==> src/rtl/mem_arb_pkg.sv <==
// Shared types and constants for the two-port working-memory arbiter.
package mem_arb_pkg;

    typedef enum logic [1:0] {
        IDLE = 2'd0,
        OWN0 = 2'd1,
        OWN1 = 2'd2
    } owner_state_t;

    localparam logic PORT_CPU = 1'b0;
    localparam logic PORT_LDR = 1'b1;

    localparam int DEFAULT_MEM_DEPTH = 32513;
    localparam int DEFAULT_MAX_BURST = 4;

endpackage

==> src/rtl/mem_port_arbiter_if.sv <==
// Requester and memory-side signals of the arbiter; slave = arbiter view,
// master = requesters plus the memory array.
interface mem_port_arbiter_if #(
    parameter int ADDR_W = 16,
    parameter int DATA_W = 8
);
    logic              req0, lock0, we0;
    logic [ADDR_W-1:0] addr0;
    logic [DATA_W-1:0] wdata0;
    logic              gnt0, rvalid0, err0;
    logic [DATA_W-1:0] rdata0;

    logic              req1, lock1, we1;
    logic [ADDR_W-1:0] addr1;
    logic [DATA_W-1:0] wdata1;
    logic              gnt1, rvalid1, err1;
    logic [DATA_W-1:0] rdata1;

    logic              mem_en, mem_we;
    logic [ADDR_W-1:0] mem_addr;
    logic [DATA_W-1:0] mem_wdata;
    logic [DATA_W-1:0] mem_rdata;

    modport slave (
        input  req0, lock0, we0, addr0, wdata0,
        input  req1, lock1, we1, addr1, wdata1,
        input  mem_rdata,
        output gnt0, rvalid0, err0, rdata0,
        output gnt1, rvalid1, err1, rdata1,
        output mem_en, mem_we, mem_addr, mem_wdata
    );

    modport master (
        output req0, lock0, we0, addr0, wdata0,
        output req1, lock1, we1, addr1, wdata1,
        output mem_rdata,
        input  gnt0, rvalid0, err0, rdata0,
        input  gnt1, rvalid1, err1, rdata1,
        input  mem_en, mem_we, mem_addr, mem_wdata
    );
endinterface

==> src/rtl/rr_lock_arbiter.sv <==
// Round-robin grant logic with bounded burst locking. Grants are combinational
// from req and the registered owner state so an access completes in its grant cycle.
module rr_lock_arbiter
    import mem_arb_pkg::*;
#(
    parameter int MAX_BURST = DEFAULT_MAX_BURST
) (
    input  logic clk,
    input  logic rst,
    input  logic req0,
    input  logic lock0,
    input  logic req1,
    input  logic lock1,
    output logic gnt0,
    output logic gnt1
);
    localparam int CNT_W = $clog2(MAX_BURST + 1);
    localparam logic [CNT_W-1:0] MAX_CNT = CNT_W'(MAX_BURST);

    owner_state_t     state_reg, state_next;
    logic [CNT_W-1:0] burst_cnt_reg, burst_cnt_next;
    logic             last_gnt_reg, last_gnt_next;

    logic [1:0] req, lock, gnt;
    logic       win, win_valid, hold, own, oth;

    assign req  = {req1, req0};
    assign lock = {lock1, lock0};
    assign gnt0 = gnt[0];
    assign gnt1 = gnt[1];

    always_comb begin
        gnt            = 2'b00;
        state_next     = state_reg;
        burst_cnt_next = burst_cnt_reg;
        last_gnt_next  = last_gnt_reg;
        win            = 1'b0;
        win_valid      = 1'b0;
        hold           = 1'b0;
        own            = (state_reg == OWN1);
        oth            = ~own;

        if (state_reg == IDLE) begin
            win_valid = |req;
            win       = (req == 2'b11) ? ~last_gnt_reg : req[1];
        end else if (!req[own]) begin
            win_valid = req[oth];
            win       = oth;
        end else if (burst_cnt_reg == MAX_CNT && req[oth]) begin
            // Burst budget spent while the other port waits: forced handoff.
            win_valid = 1'b1;
            win       = oth;
        end else begin
            win_valid = 1'b1;
            win       = own;
            hold      = 1'b1;
        end

        if (win_valid) begin
            gnt[win]      = 1'b1;
            last_gnt_next = win;
            if (hold && lock[win]) begin
                burst_cnt_next = (burst_cnt_reg == MAX_CNT) ? burst_cnt_reg : burst_cnt_reg + 1'b1;
            end else if (!hold && lock[win]) begin
                state_next     = win ? OWN1 : OWN0;
                burst_cnt_next = CNT_W'(1);
            end else begin
                state_next     = IDLE;
                burst_cnt_next = '0;
            end
        end else begin
            state_next     = IDLE;
            burst_cnt_next = '0;
        end
    end

    always_ff @(posedge clk) begin
        if (!rst) begin
            state_reg     <= IDLE;
            burst_cnt_reg <= '0;
            last_gnt_reg  <= 1'b1;
        end else begin
            state_reg     <= state_next;
            burst_cnt_reg <= burst_cnt_next;
            last_gnt_reg  <= last_gnt_next;
        end
    end

endmodule

==> src/rtl/mem_port_arbiter.sv <==
// Shares the single-port working memory between the CPU port and the loader DMA
// port: command mux, range check and tagged 1-cycle read-return routing.
module mem_port_arbiter
    import mem_arb_pkg::*;
#(
    parameter int ADDR_W    = 16,
    parameter int DATA_W    = 8,
    parameter int MEM_DEPTH = DEFAULT_MEM_DEPTH,
    parameter int MAX_BURST = DEFAULT_MAX_BURST
) (
    input logic clk,
    input logic rst,
    mem_port_arbiter_if.slave bus
);
    localparam logic [ADDR_W:0] DEPTH_L = (ADDR_W + 1)'(MEM_DEPTH);

    logic [1:0]        we, gnt, rvalid, err;
    logic [ADDR_W-1:0] addr  [2];
    logic [DATA_W-1:0] wdata [2];
    logic [DATA_W-1:0] rdata [2];

    logic              grant_any, win_id, in_range;
    logic [ADDR_W-1:0] sel_addr;

    logic rd_ok_reg, rd_oor_reg, err_reg, id_reg;

    assign we       = {bus.we1, bus.we0};
    assign addr[0]  = bus.addr0;
    assign addr[1]  = bus.addr1;
    assign wdata[0] = bus.wdata0;
    assign wdata[1] = bus.wdata1;

    rr_lock_arbiter #(
        .MAX_BURST (MAX_BURST)
    ) u_arb (
        .clk   (clk),
        .rst   (rst),
        .req0  (bus.req0),
        .lock0 (bus.lock0),
        .req1  (bus.req1),
        .lock1 (bus.lock1),
        .gnt0  (gnt[0]),
        .gnt1  (gnt[1])
    );

    assign grant_any = |gnt;
    assign win_id    = gnt[PORT_LDR];
    assign sel_addr  = addr[win_id];
    assign in_range  = {1'b0, sel_addr} < DEPTH_L;

    // Out-of-range accesses are still granted but never reach the array.
    assign bus.mem_en    = grant_any && in_range;
    assign bus.mem_we    = grant_any && in_range && we[win_id];
    assign bus.mem_addr  = grant_any ? sel_addr : '0;
    assign bus.mem_wdata = grant_any ? wdata[win_id] : '0;

    always_ff @(posedge clk) begin
        if (!rst) begin
            rd_ok_reg  <= 1'b0;
            rd_oor_reg <= 1'b0;
            err_reg    <= 1'b0;
            id_reg     <= PORT_CPU;
        end else begin
            rd_ok_reg  <= grant_any && in_range && !we[win_id];
            rd_oor_reg <= grant_any && !in_range && !we[win_id];
            err_reg    <= grant_any && !in_range;
            id_reg     <= win_id;
        end
    end

    // The registered winner id steers the return so alternating grants route correctly.
    for (genvar gi = 0; gi < 2; gi++) begin : g_ret
        assign rvalid[gi] = (rd_ok_reg || rd_oor_reg) && (id_reg == 1'(gi));
        assign err[gi]    = err_reg && (id_reg == 1'(gi));
        assign rdata[gi]  = (rd_ok_reg && (id_reg == 1'(gi))) ? bus.mem_rdata : '0;
    end

    assign bus.gnt0    = gnt[0];
    assign bus.gnt1    = gnt[1];
    assign bus.rvalid0 = rvalid[0];
    assign bus.rvalid1 = rvalid[1];
    assign bus.err0    = err[0];
    assign bus.err1    = err[1];
    assign bus.rdata0  = rdata[0];
    assign bus.rdata1  = rdata[1];

endmodule

==> src/flat_wrapper.sv <==
// flat-port wrapper written by rule: the top's interface ports become plain ports
module mem_port_arbiter_flat import mem_arb_pkg::*;
#(
    parameter int ADDR_W    = 16,
    parameter int DATA_W    = 8,
    parameter int MEM_DEPTH = DEFAULT_MEM_DEPTH,
    parameter int MAX_BURST = DEFAULT_MAX_BURST
)
  (clk, rst, bus_req0, bus_lock0, bus_we0, bus_addr0, bus_wdata0, bus_req1, bus_lock1, bus_we1, bus_addr1, bus_wdata1, bus_mem_rdata, bus_gnt0, bus_rvalid0, bus_err0, bus_rdata0, bus_gnt1, bus_rvalid1, bus_err1, bus_rdata1, bus_mem_en, bus_mem_we, bus_mem_addr, bus_mem_wdata);
  mem_port_arbiter_if #(.ADDR_W(ADDR_W), .DATA_W(DATA_W)) bus_i ();
  input logic clk;
  input logic rst;
  input wire logic [$bits(bus_i.req0)-1:0] bus_req0;
  input wire logic [$bits(bus_i.lock0)-1:0] bus_lock0;
  input wire logic [$bits(bus_i.we0)-1:0] bus_we0;
  input wire logic [$bits(bus_i.addr0)-1:0] bus_addr0;
  input wire logic [$bits(bus_i.wdata0)-1:0] bus_wdata0;
  input wire logic [$bits(bus_i.req1)-1:0] bus_req1;
  input wire logic [$bits(bus_i.lock1)-1:0] bus_lock1;
  input wire logic [$bits(bus_i.we1)-1:0] bus_we1;
  input wire logic [$bits(bus_i.addr1)-1:0] bus_addr1;
  input wire logic [$bits(bus_i.wdata1)-1:0] bus_wdata1;
  input wire logic [$bits(bus_i.mem_rdata)-1:0] bus_mem_rdata;
  output wire logic [$bits(bus_i.gnt0)-1:0] bus_gnt0;
  output wire logic [$bits(bus_i.rvalid0)-1:0] bus_rvalid0;
  output wire logic [$bits(bus_i.err0)-1:0] bus_err0;
  output wire logic [$bits(bus_i.rdata0)-1:0] bus_rdata0;
  output wire logic [$bits(bus_i.gnt1)-1:0] bus_gnt1;
  output wire logic [$bits(bus_i.rvalid1)-1:0] bus_rvalid1;
  output wire logic [$bits(bus_i.err1)-1:0] bus_err1;
  output wire logic [$bits(bus_i.rdata1)-1:0] bus_rdata1;
  output wire logic [$bits(bus_i.mem_en)-1:0] bus_mem_en;
  output wire logic [$bits(bus_i.mem_we)-1:0] bus_mem_we;
  output wire logic [$bits(bus_i.mem_addr)-1:0] bus_mem_addr;
  output wire logic [$bits(bus_i.mem_wdata)-1:0] bus_mem_wdata;
  assign bus_i.req0 = bus_req0;
  assign bus_i.lock0 = bus_lock0;
  assign bus_i.we0 = bus_we0;
  assign bus_i.addr0 = bus_addr0;
  assign bus_i.wdata0 = bus_wdata0;
  assign bus_i.req1 = bus_req1;
  assign bus_i.lock1 = bus_lock1;
  assign bus_i.we1 = bus_we1;
  assign bus_i.addr1 = bus_addr1;
  assign bus_i.wdata1 = bus_wdata1;
  assign bus_i.mem_rdata = bus_mem_rdata;
  assign bus_gnt0 = bus_i.gnt0;
  assign bus_rvalid0 = bus_i.rvalid0;
  assign bus_err0 = bus_i.err0;
  assign bus_rdata0 = bus_i.rdata0;
  assign bus_gnt1 = bus_i.gnt1;
  assign bus_rvalid1 = bus_i.rvalid1;
  assign bus_err1 = bus_i.err1;
  assign bus_rdata1 = bus_i.rdata1;
  assign bus_mem_en = bus_i.mem_en;
  assign bus_mem_we = bus_i.mem_we;
  assign bus_mem_addr = bus_i.mem_addr;
  assign bus_mem_wdata = bus_i.mem_wdata;
  mem_port_arbiter #(.ADDR_W(ADDR_W), .DATA_W(DATA_W), .MEM_DEPTH(MEM_DEPTH), .MAX_BURST(MAX_BURST)) u_core (.clk(clk), .rst(rst), .bus(bus_i));
endmodule
==> config.mk <==
export PLATFORM = sky130hd
export DESIGN_NAME = mem_port_arbiter_flat
export DESIGN_NICKNAME = d
export VERILOG_FILES = /design/src/rtl/mem_arb_pkg.sv /design/src/rtl/mem_port_arbiter_if.sv /design/src/rtl/rr_lock_arbiter.sv /design/src/rtl/mem_port_arbiter.sv /design/src/flat_wrapper.sv
export SDC_FILE = /design/constraint.sdc
export NUM_CORES = 1
export LEC_CHECK = 0
export ABC_AREA = 1
export CELL_PAD_IN_SITES_DETAIL_PLACEMENT = 1
export CELL_PAD_IN_SITES_GLOBAL_PLACEMENT = 1
export CORE_MARGIN = 2
export CORE_UTILIZATION = 39
export CTS_BUF_LIST = sky130_fd_sc_hd__clkbuf_4 sky130_fd_sc_hd__clkbuf_8
export DETAILED_ROUTE_END_ITERATION = 16
export DONT_BUFFER_PORTS = 1
export HOLD_SLACK_MARGIN = 0.06
export PLACE_DENSITY_LB_ADDON = 0.1
export SLEW_MARGIN = 30
export SYNTH_ARGS = -nofsm -noshare
export SYNTH_HDL_FRONTEND = slang
export SYNTH_SLANG_ARGS = --single-unit
==> constraint.sdc <==
create_clock -name clk -period 2.8 [get_ports clk]
set_clock_uncertainty 0.2 [all_clocks]
set_input_delay 0.56 -clock clk [delete_from_list [all_inputs] [get_ports clk]]
set_output_delay 0.56 -clock clk [all_outputs]
set_load 0.05 [all_outputs]
==> flow_summary.ini, run 1 <==
[outcome]
status = did not finish
lastStage = 4_1_cts
error_line = [ERROR DPL-0033] detailed placement checks failed during check placement.

[synthesis]
syn_inst = 218
synth_cell_types = 29
synth-edff-count = 0
ys_async_sr_fraction_pct = 0
synth.avg_cell_area_um2 = 5.602
ys_top_cells_by_count = 53 x nand2_1, 45 x nor2_1, 41 x inv_1
yosys-mux-area-fraction_pct = 0.8197
post-synth-top-area-cell = dfxtp_1
synth_xor_area_share_pct = 1.434
synthAdderAreaFrac_pct = 2.049
synth-seq-cells = 10
yosys_warnings = 0
yosysTopAreaCellShare_pct = 16.39
synthFlopType = dfxtp_1
synth_area_leaders = dfxtp_1 16%, nand2_1 16%, nor2_1 14%, inv_1 13%, nand3b_1 6.1%
synth-seq-area-share_pct = 16.39
synth-simple-area-share_pct = 49.18
synth_top_family_by_area = simple AND/OR/NAND/NOR gates
syn_area_mm2 = 0.001221
synth_fp_nets = 284
yosys.cell_count.top_type = nand2_1
synth_compound_area_share_pct = 11.17

[clock_tree]
cts_buffer_depth = 2
cts_setup_buffers = 17
clock_sinks = 10
cts_buffers = 3
postCtsHoldBufs = 0
cts_resized = 105
htree_num_levels = 1
cts_root_buf = clkbuf_4

[floorplanning]
die_w_um = 59.96
initial_utilization_pct = 40.67
die_y_um = 59.96
io_pins = 112
rows = 20

[place]
portBuffers = 0
dp_hpwl_um = 3863
dp_cells = 309
routabilityCongestion = 0.7381
==> cells by family after synthesis <==
group	Yosys count
AND/OR/NAND/NOR	131
buffers and inverters	52
AO/OA/AOI/OAI	20
flip-flops	10
XOR/XNOR	2
adder cells (fa/ha/maj)	2
multiplexers	1
==> stage by stage <==
stage	utilization [%]	setup WS (ns)	cell area [um2]
after floorplan	-	-0.02726	1259
after global placement	58.92	-0.1336	1769
after detailed placement	58.92	-0.3367	1769
==> run 2: changes to the inputs <==
CELL_PAD_IN_SITES_DETAIL_PLACEMENT = unset   (was 1)
CELL_PAD_IN_SITES_GLOBAL_PLACEMENT = unset   (was 1)
CORE_AREA = 2 2 63 65   (was unset)
CORE_MARGIN = unset   (was 2)
CORE_UTILIZATION = unset   (was 39)
CTS_BUF_LIST = unset   (was sky130_fd_sc_hd__clkbuf_4 sky130_fd_sc_hd__clkbuf_8)
DIE_AREA = 0 0 65 67   (was unset)
HOLD_SLACK_MARGIN = unset   (was 0.06)
PLACE_DENSITY_LB_ADDON = 0.15   (was 0.1)
==> flow_summary.ini, run 2 <==
[floorplanning]
dieArea_mm2 = 0.004355
die_y_um = 67
io_pins = 112
rows = 22
coreArea_mm2 = 0.003606
die_w_um = 65
initial_utilization_pct = 33.87

[synthesis]
synth.avg_cell_area_um2 = 5.602
synthFlopType = dfxtp_1
synth-edff-count = 0
synth_cell_types = 29
ys_async_sr_fraction_pct = 0
synth_fp_nets = 284
post-synth-top-area-cell = dfxtp_1
synth-seq-cells = 10
synth-seq-area-share_pct = 16.39
synth_area_leaders = dfxtp_1 16%, nand2_1 16%, nor2_1 14%, inv_1 13%, nand3b_1 6.1%
yosys.cell_count.top_type = nand2_1
yosysTopAreaCellShare_pct = 16.39
syn_inst = 218
yosys_warnings = 0
ys_top_cells_by_count = 53 x nand2_1, 45 x nor2_1, 41 x inv_1
syn_area_mm2 = 0.001221

[final_layout]
mostFrequentLayoutCells = 55 x buf_4, 38 x nand2_1, 36 x inv_1
fillCellCount = 309
antenna_cells = 0
stdcell_area_mm2 = 0.002283
final_common_cell = buf_4
areaGrowthSynthToFinish_pct = 86.99
largest_register_ff_count = 3
finalNetCount = 358
drive_gt1_share_pct = 51.20

[setup_path]
r2r-start = u_core.u_arb.burst_cnt_reg[0]
crit_slowest_cell = dfxtp_2
rrSetupSlack_ns = 0.40
crit_path_cell_trace = inv_2 -> ha_4 -> nand2_4 -> clkinv_4 -> nand4_1 -> nand2_1 -> nand2_1 -> nand2_2 -> nand2_4 -> buf_12 -> nand2_1 -> nand2_1 -> nand2_1 -> nor2_1 -> nand2_1 -> nand2_2 -> nand3_4 -> nor2_4 -> buf_12
cp_data_required_time_ns = 2.04
cp_common_cell = nand2_1
critical_path_class = reg -> out
critPathMaxStageDelay_ns = 0.33
rr_worst_depth = 21
cp-start-kind = register
arrival_ns = 2.24
cp_max_fo = 5
cp-end-kind = primary output
timing.rr.end = u_core.rd_oor_reg

[place]
portBuffers = 0
routabilityCongestion = 0.7516
dp_hpwl_um = 2961
place_area_mm2 = 0.001793

[route]
routed_wl_um = 4121
vias = 1584
drc = 0
viasPerCell = 4.673
first_iter_violations = 50
dr.pass1.iters = 5
ant_nets = 0
wl_per_cell_um = 12.16

[clock_tree]
clk_pin_slew_worst_paths_ns = 0.05
clkLatencyLatePin_ns = 0.23
cts_tree = yes
cts_root_buf = clkbuf_8
clock_sinks = 10
htree_num_levels = 1
cts_buffers = 3
cts_buffer_depth = 2

[hold_path]
worstHoldStart = u_core.u_arb.last_gnt_reg
holdPathStages = 2
min_path_type = reg -> reg
whs_endpoint = u_core.u_arb.last_gnt_reg

[flow_run]
maxCapViolCount = 0

[sta]
timing.final.setup_violations = 5
rsz0062_at_grt = true
hold_viol = 0
slew_viol_final = 0
max_slew.worst_pin.slew_ns = 0.4305
finalSetupTns_ns = -0.4431
slew_headroom_pct = 71.30
fin_ws_ns = -0.1989
clock.fmax_mhz = 333.5
fin_crit_sh_pct = 107.1
whs_ns = 0.2832
min_period_ns = 2.999

[outcome]
status = finished with violations
violations = setup timing

[grt]
overflow = 0
grt_usage_pct = 16.50
antenna_found_initial = 0
grt_pass1_wl_um = 5733
grt_max_degree = 20
grt_pass1_vias = 1348

[power_and_ir_drop]
leakage_nw = 1.221
power.density_mw_per_mm2 = 441.8
peakVddDrop_mv = 0.2115
## run 2: worst max-delay path, delay by kind of cell, from the launching register on
| kind | cells | cell delay [ns] |
|---|---|---|
| AND/OR/NAND/NOR | 14 | 1.16 |
| buffers and inverters | 4 | 0.37 |
| flip-flops | 1 | 0.33 |
| adder cells (fa/ha/maj) | 1 | 0.15 |
## run 2: logic make-up (layout without fill, tap and decap cells)
logic type,after synthesis,after routing,synth area share [%]
xor gates and xnor gates,2,2,1.435
buffers and inverters,52,125,18.95
adders and majority gates,2,2,2.049
AOI/OAI and AO/OA,20,20,11.17
muxes,1,1,0.8197
DFF,10,10,16.39
and+or+nand+nor,131,131,49.18
## run 2: power breakdown
part / switching (mW) / internal, mW / total, mW
clock: 0.0544 / 0.123 / 0.178
sequential: 0.00550 / 0.151 / 0.157
combinational: 0.411 / 0.263 / 0.674
## run 2: routing by layer
layer | share of wire [%] | track usage, % | wire length, um
met2 | 54 | 32.99 | 2231
met1 | 36 | 17.07 | 1483
met3 | 9.3 | 4.899 | 384
met5 | 0 | 0 | 0
met4 | 0.51 | 2.394 | 21
## run 2: layout make-up
cell class | instances | area (um2) | area share, %
multi-input combinational | 156 | 1055 | 46.19
timing repair buffer | 76 | 732.0 | 32.05
tap | 48 | 60.06 | 2.630
inverter | 45 | 178.9 | 7.836
sequential | 10 | 202.7 | 8.877
clock buffer | 4 | 55.05 | 2.411
## run 2: how the worst max path moves through the flow
stage	slack (ns)	endpoint	from	cells after the start
6_report	-0.20	bus_mem_we	u_core.u_arb.burst_cnt_reg[0]	19
2_1_floorplan	-0.03	bus_mem_en	u_core.u_arb.burst_cnt_reg[0]	18
3_3_place_gp	-0.06	bus_mem_we	u_core.u_arb.burst_cnt_reg[0]	19
4_1_cts	-0.17	bus_mem_we	u_core.u_arb.burst_cnt_reg[0]	19
3_5_place_dp	-0.11	bus_mem_we	u_core.u_arb.burst_cnt_reg[0]	19
5_1_grt	-0.38	bus_mem_we	u_core.u_arb.burst_cnt_reg[0]	19
## run 2: stage by stage
stage	setup WS [ns]	util, %	instances	total power, mW
after floorplan	-0.02726	-	218	0.5493
after global placement	-0.06200	49.72	323	0.7029
after detailed placement	-0.1072	49.72	323	0.7057
after CTS	-0.1667	57.04	337	0.9464
after global routing	-0.3825	63.32	339	1.060
final	-0.1989	63.32	339	1.009
## run 2: timing repair
item,in CTS,in global routing
buffers inserted,9,4
resized for setup,36,53
cloned,2,0
endpoints found under the hold margin,0,0
hold buffers,0,0
endpoints found under the setup margin,12,23
pin swaps,13,12
No activity file was read; power rests on OpenSTA's default activity.
